`src/rtl/dither_gen_pkg.sv`:
```
// rtl/dither_gen_pkg.sv - shared widths, mode encodings, per-LFSR default seeds and tap masks
package dither_gen_pkg;

  localparam int T_BITS  = 14;
  localparam int F_BITS  = 12;
  localparam int MAX_SRC = 6;
  localparam int SEED_W  = 25;

  typedef enum logic [1:0] {
    MODE_OFF  = 2'b00,
    MODE_RPDF = 2'b01,
    MODE_SUM  = 2'b10,
    MODE_HP   = 2'b11
  } mode_e;

  // LFSR k is 20+k bits wide; seeds and masks are right-aligned in SEED_W bits
  function automatic logic [SEED_W-1:0] default_seed(input int k);
    case (k)
      0:       return 25'h00A_BCDE;
      1:       return 25'h008_FA82;
      2:       return 25'h013_CBAF;
      3:       return 25'h03B_113F;
      4:       return 25'h051_2345;
      default: return 25'h012_882B;
    endcase
  endfunction

  function automatic logic [SEED_W-1:0] tap_mask(input int k);
    case (k)
      0:       return 25'h009_0000;
      1:       return 25'h014_0000;
      2:       return 25'h030_0000;
      3:       return 25'h042_0000;
      4:       return 25'h0E1_0000;
      default: return 25'h120_0000;
    endcase
  endfunction

endpackage

```
`src/rtl/dither_gen_lfsr.sv`:
```
// rtl/dither_gen_lfsr.sv - one XNOR LFSR with step, seed load and all-ones recovery
module lfsr_xnor #(
  parameter int          W     = 20,
  parameter int          SRC_W = 12,
  parameter logic [24:0] TAPS  = 25'h009_0000,
  parameter logic [24:0] SEED  = 25'h00A_BCDE
) (
  input  logic             clock,
  input  logic             reset,
  input  logic             step,
  input  logic             load,
  input  logic [W-1:0]     seed,
  output logic [SRC_W-1:0] src,
  output logic             lockup
);

  logic [W-1:0] state;
  logic [W-1:0] state_nxt;
  logic         fb;

  // All-ones is the XNOR dead state: never load it, and escape it if ever found
  always_comb begin
    fb        = ~^(state & TAPS[W-1:0]);
    state_nxt = state;
    lockup    = 1'b0;
    if (&state) begin
      state_nxt = SEED[W-1:0];
      lockup    = 1'b1;
    end else if (load) begin
      if (&seed) begin
        state_nxt = SEED[W-1:0];
        lockup    = 1'b1;
      end else begin
        state_nxt = seed;
      end
    end else if (step) begin
      state_nxt = {state[W-2:0], fb};
    end
  end

  always_ff @(posedge clock or negedge reset) begin
    if (!reset) state <= SEED[W-1:0];
    else        state <= state_nxt;
  end

  assign src = state_nxt[SRC_W-1:0];

endmodule

```
`src/rtl/dither_gen.sv`:
```
// rtl/dither_gen.sv - multi-LFSR dither: adder tree, two-stage pipeline, high-pass, shift and saturate
module dither_gen
  import dither_gen_pkg::*;
#(
  parameter int OUT_W = T_BITS,
  parameter int SRC_W = F_BITS,
  parameter int N_SRC = 4
) (
  input  logic             clock,
  input  logic             reset,
  input  logic             sample_i,
  input  logic [1:0]       mode_i,
  input  logic [2:0]       shift_i,
  input  logic             seed_we_i,
  input  logic [2:0]       seed_sel_i,
  input  logic [24:0]      seed_i,
  output logic [OUT_W-1:0] dith_o,
  output logic             valid_o,
  output logic             lockup_o
);

  localparam int SUM_W = SRC_W + $clog2(N_SRC) + 1;
  localparam int DW    = SUM_W + 1;
  localparam int CW    = (DW > OUT_W) ? DW : OUT_W;
  localparam logic signed [CW-1:0] SAT_MAX = CW'({1'b0, {(OUT_W-1){1'b1}}});
  localparam logic signed [CW-1:0] SAT_MIN = ~SAT_MAX;

  logic signed [SRC_W-1:0] src [N_SRC];
  logic [N_SRC-1:0]        lock_vec;

  for (genvar k = 0; k < N_SRC; k++) begin : g_lfsr
    lfsr_xnor #(
      .W     (20 + k),
      .SRC_W (SRC_W),
      .TAPS  (tap_mask(k)),
      .SEED  (default_seed(k))
    ) u_lfsr (
      .clock  (clock),
      .reset  (reset),
      .step   (sample_i),
      .load   (seed_we_i && (seed_sel_i == 3'(k))),
      .seed   (seed_i[20+k-1:0]),
      .src    (src[k]),
      .lockup (lock_vec[k])
    );
  end

  logic signed [SUM_W-1:0] sum_all, sum_c, sum_r, prev_sum;
  logic                    s1_valid;

  always_comb begin
    sum_all = '0;
    for (int k = 0; k < N_SRC; k++) sum_all = sum_all + SUM_W'(src[k]);
    case (mode_i)
      MODE_OFF:  sum_c = '0;
      MODE_RPDF: sum_c = SUM_W'(src[0]);
      default:   sum_c = sum_all;
    endcase
  end

  logic signed [DW-1:0] cur_x, prev_x, d, d_sh;
  logic signed [CW-1:0] d_w, sat;

  // One extra bit keeps sum_r - prev_sum exact before shifting and clamping
  always_comb begin
    cur_x  = DW'(sum_r);
    prev_x = (mode_i == MODE_HP) ? DW'(prev_sum) : '0;
    d      = cur_x - prev_x;
    d_sh   = d >>> shift_i;
    d_w    = CW'(d_sh);
    if (d_w > SAT_MAX)      sat = SAT_MAX;
    else if (d_w < SAT_MIN) sat = SAT_MIN;
    else                    sat = d_w;
  end

  always_ff @(posedge clock or negedge reset) begin
    if (!reset) begin
      sum_r    <= '0;
      s1_valid <= 1'b0;
      prev_sum <= '0;
      dith_o   <= '0;
      valid_o  <= 1'b0;
      lockup_o <= 1'b0;
    end else begin
      s1_valid <= sample_i;
      if (sample_i) sum_r <= sum_c;
      valid_o  <= s1_valid;
      lockup_o <= |lock_vec;
      if (s1_valid) begin
        dith_o   <= sat[OUT_W-1:0];
        prev_sum <= sum_r;
      end
    end
  end

endmodule

```
`config.mk`:
```
export PLATFORM = sky130hd
export DESIGN_NAME = dither_gen
export DESIGN_NICKNAME = d
export VERILOG_FILES = /design/src/rtl/dither_gen_pkg.sv /design/src/rtl/dither_gen_lfsr.sv /design/src/rtl/dither_gen.sv
export SDC_FILE = /design/constraint.sdc
export NUM_CORES = 1
export LEC_CHECK = 0
export ABC_AREA = 1
export CAP_MARGIN = 20
export CORE_ASPECT_RATIO = 0.7
export CORE_MARGIN = 2
export CORE_UTILIZATION = 61
export DETAILED_ROUTE_END_ITERATION = 7
export PLACE_DENSITY = 0.9
export REMOVE_ABC_BUFFERS = 1
export SLEW_MARGIN = 30
export SYNTH_ARGS = -nofsm -noshare
export SYNTH_HDL_FRONTEND = slang
export SYNTH_SLANG_ARGS = --single-unit
```
`constraint.sdc`:
```
create_clock -name clock -period 4.4 [get_ports clock]
set_input_delay 0.88 -clock clock [delete_from_list [all_inputs] [get_ports clock]]
set_output_delay 0.88 -clock clock [all_outputs]
set_load 0.01 [all_outputs]
```
==> summary.md <==
| Metric | Value |
|---|---|
| Final Max Slew Viols | `0` |
| Post-synth EDFFs | `0` |
| Top FF cell, synth | `dfrtp_1` |
| Root Buffer Master | `clkbuf_16` |
| Reg-to-Reg End | `sum_r[11]` |
| First-pass GRT wire length | `54.5 mm` |
| Height of the chip | `109 microns` |
| Peak VDD IR | `0.983 mV` |
| Async S/R FF share, synth | `100%` |
| Syn Std Cell Area | `9630 sq um` |
| Worst Hold Margin | `474 ps` |
| Crit path to | `sum_r[11]` |
| Slew HR | `37.1%` |
| Final #Nets | `1653` |
| Most numerous cell in the Yosys netlist | `nand2_1` |
| Status | `finished with violations` |
| Synth area leader | `dfrtp_1` |
| Final WS setup | `17.4 ps` |
| Minimum clock period | `4380 ps` |
| Worst Setup SP | `g_lfsr[0].u_lfsr.state[11]` |
| Synth warn | `0` |
| Num rows | `38` |
| Failing checks | `design-rule violations` |
| Hold Crit Class | `flip-flop to flip-flop` |
| Largest cells by area after synthesis | `dfrtp_1 (22%), dfstp_2 (13%), nand2_1 (13%), inv_1 (7.5%), nand3_1 (6.5%)` |
| Final GP Congestion | `1.04` |
| Final setup viols | `0` |
| Startpoint types | `flip-flop` |
| Drt initial violations | `2118` |
| Met2 wire length | `15.3 mm` |
| Die Wd | `154 microns` |
| Overall power | `9.37 mW` |
| Area Growth Syn to Fin | `34.8%` |
| Antenna fix cells | `0` |
| Post-synth top cells | `nand2_1 (341), inv_1 (192), nand3_1 (125)` |
| Routed WL per cell | `21.0 microns` |
| Critical Path Fanout Max | `4` |
| Area share of the largest cell type after synthesis | `21.8%` |
| Drt pass-1 iters | `8` |
| Sink Count | `133` |
| Clk Latency, worst-skew pair | `440 ps` |
| Final period util | `99.6%` |
| Flop-to-flop setup slack | `20 ps` |
| CTS max path bufs | `2` |
| Max Clk Rate | `228 MHz` |
| CTS HTree Levels | `4` |
| Final WL | `37.3 mm` |
| Total CTS buffers | `17` |
| Final Skew | `11.8 ps` |
| Port-buffer cells | `50` |
| # Max-Cap Violations | `0` |
| Clk slew on worst S/H paths | `60 ps` |
| CP endpoint kind | `flip-flop` |
| GRT Util Overall | `42.5%` |
| Setup TNS | `0 ps` |
| Ports | `53` |
| # DRC | `55` |
| Yosys reg bits | `133` |
| Routed Antenna Nets | `0` |
| Dpl ws | `-988 ps` |
| Largest net degree at the start of global routing | `91` |
| Crit path DAT | `4730 ps` |
| Slew at the pin closest to its max-slew limit | `936 ps` |
| Vias in the first global route | `10252` |
| Metal3 WL | `6.22 mm` |
| RR Startpoint | `g_lfsr[0].u_lfsr.state[11]` |
| Filler cells | `876` |
| CTS tree | `built` |
| Initial antenna violation count | `0` |
| Vias/cell | `6.36` |
| Total core area | `15500 sq um` |
| Final hold vios | `0` |
| Post-synthesis average cell area | `7.21 sq um` |
| Leak | `6.44 nW` |
| Die footprint | `16800 sq um` |
| Power Dens Cells | `723 nW/um^2` |
| FF-to-FF path depth | `19` |
| Vias | `11279` |
| CP required | `4750 ps` |
| GRT overflow | `0` |
| Share of layout cells above drive strength 1 | `28.5%` |
| Met1 WL | `14.3 mm` |
| Design area | `13000 sq um` |
| Synth Instances | `1336` |
| Detail Placement HPWL | `24.9 mm` |
| Post-DP Area | `11500 sq um` |
| WS Path Type | `flip-flop to flip-flop` |
| Starting density of the core | `62.3%` |
| Synth cell types | `45` |
| Top sig layer | `met4` |
| Seq/Total Area, Yosys | `35.2%` |
## critical path, cell delays in order (launching register included)
cell and delay (ps):
dfstp_2 560, inv_1 50, nor3_2 250, nand3_1 160
nor3_1 240, nand2_2 170, o311ai_1 120, buf_4 180
fa_1 400, fa_1 520, ha_4 210, fa_2 420
nand3_4 110, nand2_4 80, a21oi_4 170, inv_2 80
a31oi_4 170, xnor2_1 140, nand2_1 100, a21oi_1 150
## kinds of logic after synthesis
group	Yosys count	share of synthesized area (%)
simple gates	657	29.2
buf+inv	251	9.98
compound gates	226	15.2
flops	133	35.2
fa+ha+maj	56	9.31
xor+xnor	12	1.09
mux	1	0.104
## cell usage in the layout, fill, tap and decap left out, drive strengths merged, types with 2 or more instances in the layout
cell,count
a211oi,4
a21o,2
a21oi,71
a22oi,4
a31o,3
a31oi,8
and2,3
buf,212
bufinv,3
clkbuf,25
clkdlybuf4s15,3
clkdlybuf4s50,24
clkinv,8
clkinvlp,6
dfrtp,84
dfstp,49
dlymetal6s2s,12
fa,26
ha,30
inv,194
nand2,355
nand3,127
nand4,19
nor2,116
nor3,15
nor4,17
o2111ai,21
o211ai,33
o21a,4
o21ai,56
o22ai,2
o311ai,5
o31ai,10
or2,3
xnor2,3
xor2,9
## stage by stage
step,util [%],cells
3_5_place_dp,74.2,1700
2_1_floorplan,-,1284
4_1_cts,80.3,1739
3_3_place_gp,74.2,1700
5_1_grt,84.0,1773
6_report,84.0,1773
## per-layer routing
layer | global-route usage (%) | up-vias
met5 | 0 | -
met4 | 10.9 | 0
met3 | 18.4 | 205
met2 | 60.2 | 1005
met1 | 59.7 | 5201
li1 | - | 4868
## worst min path at each step
stage	from	endpoint	slack [ps]	depth (start not counted)
after CTS	prev_sum[9]	prev_sum[9]	470	2
final	prev_sum[6]	prev_sum[6]	470	2
after global routing	prev_sum[14]	prev_sum[14]	490	2
after detailed placement	prev_sum[6]	prev_sum[6]	460	2
after floorplan	prev_sum[10]	prev_sum[10]	440	2
after global placement	prev_sum[7]	prev_sum[7]	450	2
## state kept, by name (all words and copies together), names as in the netlist
register             count
prev_sum                15
valid_o                  1
lockup_o                 1
dith_o                  14
g_lfsr.u_lfsr.state     86
sum_r                   15
s1_valid                 1
## cell type report
class	instances	area, sq um	share of cell area (%)
clock buffer	20	457	3.52
sequential	133	3390	26.1
inverter	199	763	5.88
multi-input combinational	952	5800	44.7
clock inverter	12	154	1.19
tap	200	250	1.93
timing repair buffer	257	2160	16.7
## repair_timing
action,4_1_cts,5_1_grt
resized for setup,84,125
pin swaps,37,60
hold buffers,0,0
endpoints found under the setup margin,12,10
buffers inserted,7,35
## power breakdown
group          switching, mW  leakage, nW  total, mW  internal, mW
Sequential             0.280         1.51       1.91          1.63
Combinational           3.39         4.64       5.95          2.56
Clock                  0.595        0.292       1.52         0.920
Total                   4.26         6.44       9.37          5.11
(Power assumes the default switching activity.)
